<file path="src/rtl/alu_pipe_if.sv">
// Operand/result handshake bundle for alu_pipe.
// The flag signals exist only when ALU_FLAGS_EN is defined.
interface alu_pipe_if #(
    parameter int WIDTH  = 8,
    parameter int ADDR_W = 3
);
    logic              in_valid;
    logic              in_ready;
    logic [WIDTH-1:0]  a;
    logic [WIDTH-1:0]  b;
    logic [2:0]        sel;
    logic [ADDR_W-1:0] addr;
    logic              out_valid;
    logic              out_ready;
    logic [WIDTH-1:0]  out;
    logic [ADDR_W-1:0] out_addr;
`ifdef ALU_FLAGS_EN
    logic              out_zero;
    logic              out_neg;
`endif

    // The operand source and result sink live on the master side.
    modport master (
`ifdef ALU_FLAGS_EN
        input  out_zero, out_neg,
`endif
        output in_valid, a, b, sel, addr, out_ready,
        input  in_ready, out_valid, out, out_addr
    );

    modport slave (
`ifdef ALU_FLAGS_EN
        output out_zero, out_neg,
`endif
        input  in_valid, a, b, sel, addr, out_ready,
        output in_ready, out_valid, out, out_addr
    );
endinterface

</file>
<file path="src/rtl/alu_pipe.sv">
// Two-stage pipelined scaled-arithmetic ALU with valid/ready on both sides.
// Optional zero/negative result flags are enabled with macro ALU_FLAGS_EN.
module alu_pipe #(
    parameter int WIDTH  = 8,
    parameter int ADDR_W = 3,
    parameter int CNT_W  = 16
) (
    input  logic             clk,
    input  logic             rst,
    alu_pipe_if.slave        bus,
    output logic [CNT_W-1:0] done_cnt
);
    localparam int E = WIDTH + 4;

    logic              s1_valid_q, s1_valid_d;
    logic [WIDTH-1:0]  s1_a_q, s1_a_d;
    logic [WIDTH-1:0]  s1_b_q, s1_b_d;
    logic [2:0]        s1_sel_q, s1_sel_d;
    logic [ADDR_W-1:0] s1_addr_q, s1_addr_d;
    logic              out_valid_q, out_valid_d;
    logic [WIDTH-1:0]  out_q, out_d;
    logic [ADDR_W-1:0] out_addr_q, out_addr_d;
    logic [CNT_W-1:0]  done_cnt_q, done_cnt_d;
`ifdef ALU_FLAGS_EN
    logic              out_zero_q, out_zero_d;
    logic              out_neg_q, out_neg_d;
`endif

    logic adv;
    logic signed [E-1:0] ax, bx, sum, dif, t5, t6, t7;
    logic [WIDTH-1:0] res;

    // A single advance term stalls the whole pipe while the output is held.
    assign adv          = !out_valid_q || bus.out_ready;
    assign bus.in_ready = adv;

    always_comb begin
        s1_valid_d = s1_valid_q;
        s1_a_d     = s1_a_q;
        s1_b_d     = s1_b_q;
        s1_sel_d   = s1_sel_q;
        s1_addr_d  = s1_addr_q;
        if (adv) begin
            s1_valid_d = bus.in_valid;
            if (bus.in_valid) begin
                s1_a_d    = bus.a;
                s1_b_d    = bus.b;
                s1_sel_d  = bus.sel;
                s1_addr_d = bus.addr;
            end
        end
    end

    // Four guard bits keep 6a+b and 3(a+b) exact before the final slice.
    always_comb begin
        ax  = {{4{s1_a_q[WIDTH-1]}}, s1_a_q};
        bx  = {{4{s1_b_q[WIDTH-1]}}, s1_b_q};
        sum = ax + bx;
        dif = ax - bx;
        t5  = (ax >>> 1) + (bx <<< 2);
        t6  = (sum <<< 1) + sum;
        t7  = (ax <<< 2) + (ax <<< 1) + bx;
        res = '0;
        case (s1_sel_q)
            3'd0: res = WIDTH'(sum >>> 1);
            3'd1: res = WIDTH'(dif >>> 1);
            3'd2: res = s1_a_q & s1_b_q;
            3'd3: res = s1_a_q | s1_b_q;
            3'd4: res = s1_a_q ^ s1_b_q;
            3'd5: res = WIDTH'(t5 >>> 3);
            3'd6: res = WIDTH'(t6 >>> 3);
            3'd7: res = WIDTH'(t7 >>> 3);
            default: res = '0;
        endcase
    end

    always_comb begin
        out_valid_d = out_valid_q;
        out_d       = out_q;
        out_addr_d  = out_addr_q;
`ifdef ALU_FLAGS_EN
        out_zero_d  = out_zero_q;
        out_neg_d   = out_neg_q;
`endif
        if (adv) begin
            out_valid_d = s1_valid_q;
            if (s1_valid_q) begin
                out_d      = res;
                out_addr_d = s1_addr_q;
`ifdef ALU_FLAGS_EN
                out_zero_d = (res == '0);
                out_neg_d  = res[WIDTH-1];
`endif
            end
        end
    end

    always_comb begin
        done_cnt_d = done_cnt_q;
        if (out_valid_q && bus.out_ready)
            done_cnt_d = done_cnt_q + CNT_W'(1);
    end

    always_ff @(posedge clk or posedge rst) begin
        if (rst) begin
            s1_valid_q  <= 1'b0;
            s1_a_q      <= '0;
            s1_b_q      <= '0;
            s1_sel_q    <= '0;
            s1_addr_q   <= '0;
            out_valid_q <= 1'b0;
            out_q       <= '0;
            out_addr_q  <= '0;
            done_cnt_q  <= '0;
`ifdef ALU_FLAGS_EN
            out_zero_q  <= 1'b0;
            out_neg_q   <= 1'b0;
`endif
        end else begin
            s1_valid_q  <= s1_valid_d;
            s1_a_q      <= s1_a_d;
            s1_b_q      <= s1_b_d;
            s1_sel_q    <= s1_sel_d;
            s1_addr_q   <= s1_addr_d;
            out_valid_q <= out_valid_d;
            out_q       <= out_d;
            out_addr_q  <= out_addr_d;
            done_cnt_q  <= done_cnt_d;
`ifdef ALU_FLAGS_EN
            out_zero_q  <= out_zero_d;
            out_neg_q   <= out_neg_d;
`endif
        end
    end

    assign bus.out_valid = out_valid_q;
    assign bus.out       = out_q;
    assign bus.out_addr  = out_addr_q;
    assign done_cnt      = done_cnt_q;
`ifdef ALU_FLAGS_EN
    assign bus.out_zero  = out_zero_q;
    assign bus.out_neg   = out_neg_q;
`endif
endmodule

</file>
<file path="src/flat_wrapper.sv">
// flat-port wrapper written by rule: the top's interface ports become plain ports
module alu_pipe_flat 
#(
    parameter int WIDTH  = 8,
    parameter int ADDR_W = 3,
    parameter int CNT_W  = 16
)
  (clk, rst, done_cnt, bus_in_valid, bus_a, bus_b, bus_sel, bus_addr, bus_out_ready, bus_in_ready, bus_out_valid, bus_out, bus_out_addr);
  alu_pipe_if #(.WIDTH(WIDTH), .ADDR_W(ADDR_W)) bus_i ();
  input  logic clk;
  input  logic rst;
  output logic [CNT_W-1:0] done_cnt;
  input wire logic [$bits(bus_i.in_valid)-1:0] bus_in_valid;
  input wire logic [$bits(bus_i.a)-1:0] bus_a;
  input wire logic [$bits(bus_i.b)-1:0] bus_b;
  input wire logic [$bits(bus_i.sel)-1:0] bus_sel;
  input wire logic [$bits(bus_i.addr)-1:0] bus_addr;
  input wire logic [$bits(bus_i.out_ready)-1:0] bus_out_ready;
  output wire logic [$bits(bus_i.in_ready)-1:0] bus_in_ready;
  output wire logic [$bits(bus_i.out_valid)-1:0] bus_out_valid;
  output wire logic [$bits(bus_i.out)-1:0] bus_out;
  output wire logic [$bits(bus_i.out_addr)-1:0] bus_out_addr;
  assign bus_i.in_valid = bus_in_valid;
  assign bus_i.a = bus_a;
  assign bus_i.b = bus_b;
  assign bus_i.sel = bus_sel;
  assign bus_i.addr = bus_addr;
  assign bus_i.out_ready = bus_out_ready;
  assign bus_in_ready = bus_i.in_ready;
  assign bus_out_valid = bus_i.out_valid;
  assign bus_out = bus_i.out;
  assign bus_out_addr = bus_i.out_addr;
  alu_pipe #(.WIDTH(WIDTH), .ADDR_W(ADDR_W), .CNT_W(CNT_W)) u_core (.clk(clk), .rst(rst), .bus(bus_i), .done_cnt(done_cnt));
endmodule
</file>
<file path="config.mk">
export PLATFORM = sky130hd
export DESIGN_NAME = alu_pipe_flat
export DESIGN_NICKNAME = d
export VERILOG_FILES = /design/src/rtl/alu_pipe_if.sv /design/src/rtl/alu_pipe.sv /design/src/flat_wrapper.sv
export SDC_FILE = /design/constraint.sdc
export NUM_CORES = 1
export LEC_CHECK = 0
export ABC_AREA = 1
export CAP_MARGIN = 20
export CORE_ASPECT_RATIO = 0.8
export CORE_MARGIN = 4
export CORE_UTILIZATION = 58
export CTS_BUF_LIST = sky130_fd_sc_hd__clkbuf_8
export DETAILED_ROUTE_END_ITERATION = 7
export PLACE_DENSITY = 0.83
export SLEW_MARGIN = 5
export SYNTH_ARGS = -nofsm -noshare
export SYNTH_HDL_FRONTEND = slang
export SYNTH_SLANG_ARGS = --single-unit
</file>
<file path="constraint.sdc">
create_clock -name clk -period 3.35 [get_ports clk]
set_input_delay 0.335 -clock clk [delete_from_list [all_inputs] [get_ports clk]]
set_output_delay 0.335 -clock clk [all_outputs]
set_load 0.005 [all_outputs]
</file>
==> flow_summary_export.csv <==
group,metric,value,unit
synthesis,syn-num-nets,711,
synthesis,synth_cells,629,
cts,root_buffer,"clkbuf_8",
floorplan,ioPinCount,55,
synthesis,synthFlopType,"dfrtp_1",
placement,postPlaceCellArea,0.005151,sq mm
route,drt_iter0_markers,295,
timing,fin_crit_sh,91.04,%
synthesis,syn_avg_cell_area,7.121,sq um
timing,clock_skew,0.01205,ns
timing,maxSlewViolCount,0,
placement,dpl_worst_slack,0.3261,ns
cts,cts_buffer_depth,2,
route,ant_nets,0,
floorplan,fp.dieArea,0.009202,sq mm
placement,gp_congestion,0.9924,
setup_path,slowest_stage,"dfrtp_1",
layout,stdcell_area,0.005270,sq mm
cts,cts_buffers,5,
outcome,status,"finished clean",
cts,cts_tree,"done",
synthesis,yosysWarningCount,0,
grt,grt_max_degree,52,
floorplan,initial_core_util,60.03,%
grt,grtUsageTotal,28.24,%
hold_path,hold_path.class,"input pin to async pin",
layout,areaGrowthSynthToFinish,17.65,%
layout,drive_gt1_share,5.951,%
cts,post_cts_buffers,0,
synthesis,yosys_register_bits,51,
pwr,power_leakage,2.712,nW
cts,htreeDepth,2,
timing,grt_setup_unrepaired,"false",
placement,io_buffers,54,
timing,setup_slack,0.3001,ns
setup_path,startpoint,"u_core.s1_b_q[5]",
timing,fmaxAchievable,0.3279,GHz
layout,nFillCells,642,
grt,antenna_found_initial,0,
synthesis,yosys.cell_types.count,36,
setup_path,crit_path_max_fanout,7,
grt,grt_pass1_vias,4177,
layout,seqCellArea,0.001277,sq mm
route,vias_per_cell,5.503,
floorplan,coreArea,0.007462,sq mm
synthesis,synth_edf_count,0,
route,wl,12780,microns
setup_path,cp-end-kind,"flip-flop",
pwr,power_density,707.3,mW/mm^2
route,via_count,4369,
synthesis,ys_seq_area_share,28.49,%
route,drc_errors,0,
timing,hold_viol_final,0,
grt,grt_pass1_wl,20560,microns
pwr,vdd_drop_max,0.4290,mV
floorplan,die_w,106.3,microns
timing,period_needed,3.050,ns
route,first_pass_iters,6,
cts,cts_sinks,51,
setup_path,start_kind,"flip-flop",
route,wire_per_inst,16.09,microns
timing,fin_hold_ws,0.2662,ns
cts,clk_pin_slew_worst_paths,0.12,ns
setup_path,path_class,"flip-flop to flip-flop",
run,max_cap_viol_count,0,
cts,clkLatencyLatePin,0.32,ns
layout,diodes,0,
timing,finalSetupViolCount,0,
pwr,total_power,0.003728,W
setup_path,cp_cell_sequence,"inv_1, ha_1, inv_1, o21ai_1, o21bai_1, or2_1, nand2_1, ha_1, inv_1, o21ai_0, a21oi_1, nand3_1, nand3_1, nand3_1, nand2_1, nand2_1",
layout,nNetsFinal,770,
timing,worst_pin_slew,0.4581,ns
floorplan,core.rowCount,28,
layout,multi_input_area,0.002786,sq mm
grt,grt.overflow.total,0,
synthesis,synth_area,0.004479,sq mm
setup_path,cp.required,3.56,ns
floorplan,die_height,86.60,microns
timing,slew_headroom,69.38,%
setup_path,arrival,3.26,ns
timing,tns,0,ns
synthesis,async_flop_share,100.0,%
setup_path,r2r_start,"u_core.s1_b_q[5]",
setup_path,cpPeakStageDelay,0.50,ns
placement,dp_hpwl,10200,microns
[per-layer routing]
| layer | up-vias | part of all wire [%] | routed length [microns] | global-route usage [%] |
|---|---|---|---|---|
| met3 | 24 | 7.5 | 960 | 5.733 |
| li1 | 2137 | - | - | - |
| met5 | - | 0 | 0 | 0 |
| met1 | 2024 | 48 | 6156 | 42.02 |
| met4 | 0 | 1.7 | 222 | 7.647 |
| met2 | 184 | 43 | 5436 | 41.92 |
[flip-flops by register name, indices dropped and copies added, names as in the netlist]
| name | count |
|---|---|
| u_core.bus.out_valid | 1 |
| u_core.s1_valid_q | 1 |
| u_core.s1_sel_q | 3 |
| u_core.bus.out | 8 |
| u_core.done_cnt | 16 |
| u_core.s1_a_q | 8 |
| u_core.s1_addr_q | 3 |
| u_core.bus.out_addr | 3 |
| u_core.s1_b_q | 8 |
[cells in the mapped netlist (2+ instances only)]
cell type,instances,area (sq um)
nor3_4,2,32.53
clkbuf_1,2,7.510
nand2_1,138,518.0
xnor2_1,5,43.79
or2_2,6,37.54
nand3_1,54,270.3
xor2_1,15,131.4
nor3_1,8,40.04
inv_2,7,26.28
inv_1,93,349.1
nand2_2,2,12.51
nor2_2,2,12.51
a21oi_1,53,265.3
a31oi_1,2,12.51
nand4_1,9,56.30
o21ai_0,22,110.1
nand3b_1,2,15.01
nand3_2,2,20.02
dfrtp_1,51,1276
o22ai_1,6,37.54
fa_1,11,220.2
nor2_1,67,251.5
o21ai_1,6,30.03
o21bai_1,2,15.01
buf_2,6,30.03
o211ai_1,2,15.01
ha_1,45,563.0
[report_power, final]
part           internal [W]  switching [W]  leakage [nW]  total, W
clock network      0.000156       0.000244        0.0502  0.000400
logic              0.000954        0.00145          2.06   0.00241
registers          0.000753       0.000167         0.601  0.000920
total               0.00186        0.00186          2.71   0.00373
[through the flow]
step,utilization [%],instances
after floorplan,-,629
after global placement,69.03,785
after detailed placement,69.03,785
after CTS,70.34,793
after global routing,70.62,794
final,70.62,794
[repair_timing]
item / CTS / global route
resized for setup: 0 / 1
endpoints found under the setup margin: 0 / 2
hold buffers: 0 / 0
[cell families after synthesis]
logic type      Yosys count  share of synthesized area [%]
compound gates           96                          11.37
xor+xnor                 20                          3.911
fa+ha+maj                56                          17.49
buf+inv                 109                          9.302
flops                    51                          28.49
mux                       1                         0.2514
simple gates            296                          29.19
[worst max-delay path: cells and delay by family (launching register included)]
family / cells / cell delay (ns)
compound gates: 4 / 0.61
buf+inv: 3 / 0.39
fa+ha+maj: 2 / 0.82
simple gates: 7 / 0.63
flops: 1 / 0.50
[placed cells by master (no fill, tap or decap), drive strengths merged]
cell	n
inv	101
nand3b	2
nor2	69
xnor2	5
fa	11
a31oi	2
nand2	140
nor4	1
a22oi	1
or2	7
o221ai	1
o21a	1
clkinv	3
dfrtp	51
clkdlybuf4s50	54
ha	45
nand4	10
o21bai	2
mux2	1
o21ai	28
buf	6
o211ai	2
xor2	15
nand3	56
clkbuf	5
a21oi	53
o22ai	6
nor3	11
[layout make-up]
cell class | count | area share, %
Timing Repair Buffer | 60 | 11.35
Tap cell | 105 | 2.493
Multi-Input combinational cell | 469 | 52.87
Clock buffer | 5 | 1.306
Inverter | 101 | 7.194
Clock inverter | 3 | 0.5461
Sequential cell | 51 | 24.24
[worst paths after layout]
| path | endpoint | cells after the start | slack (ns) |
|---|---|---|---|
| max | u_core.bus.out[5] | 16 | 0.30 |
| min | u_core.s1_a_q[4] | 2 | 0.27 |
| max reg2reg | u_core.bus.out[5] | 16 | 0.30 |
| min reg2reg | u_core.done_cnt[15] | 1 | 0.48 |
| max in group asynchronous | u_core.s1_a_q[5] | 3 | 2.57 |
| min in group clk | u_core.done_cnt[15] | 1 | 0.48 |
Note: power is estimated with default switching activity, not from simulation.
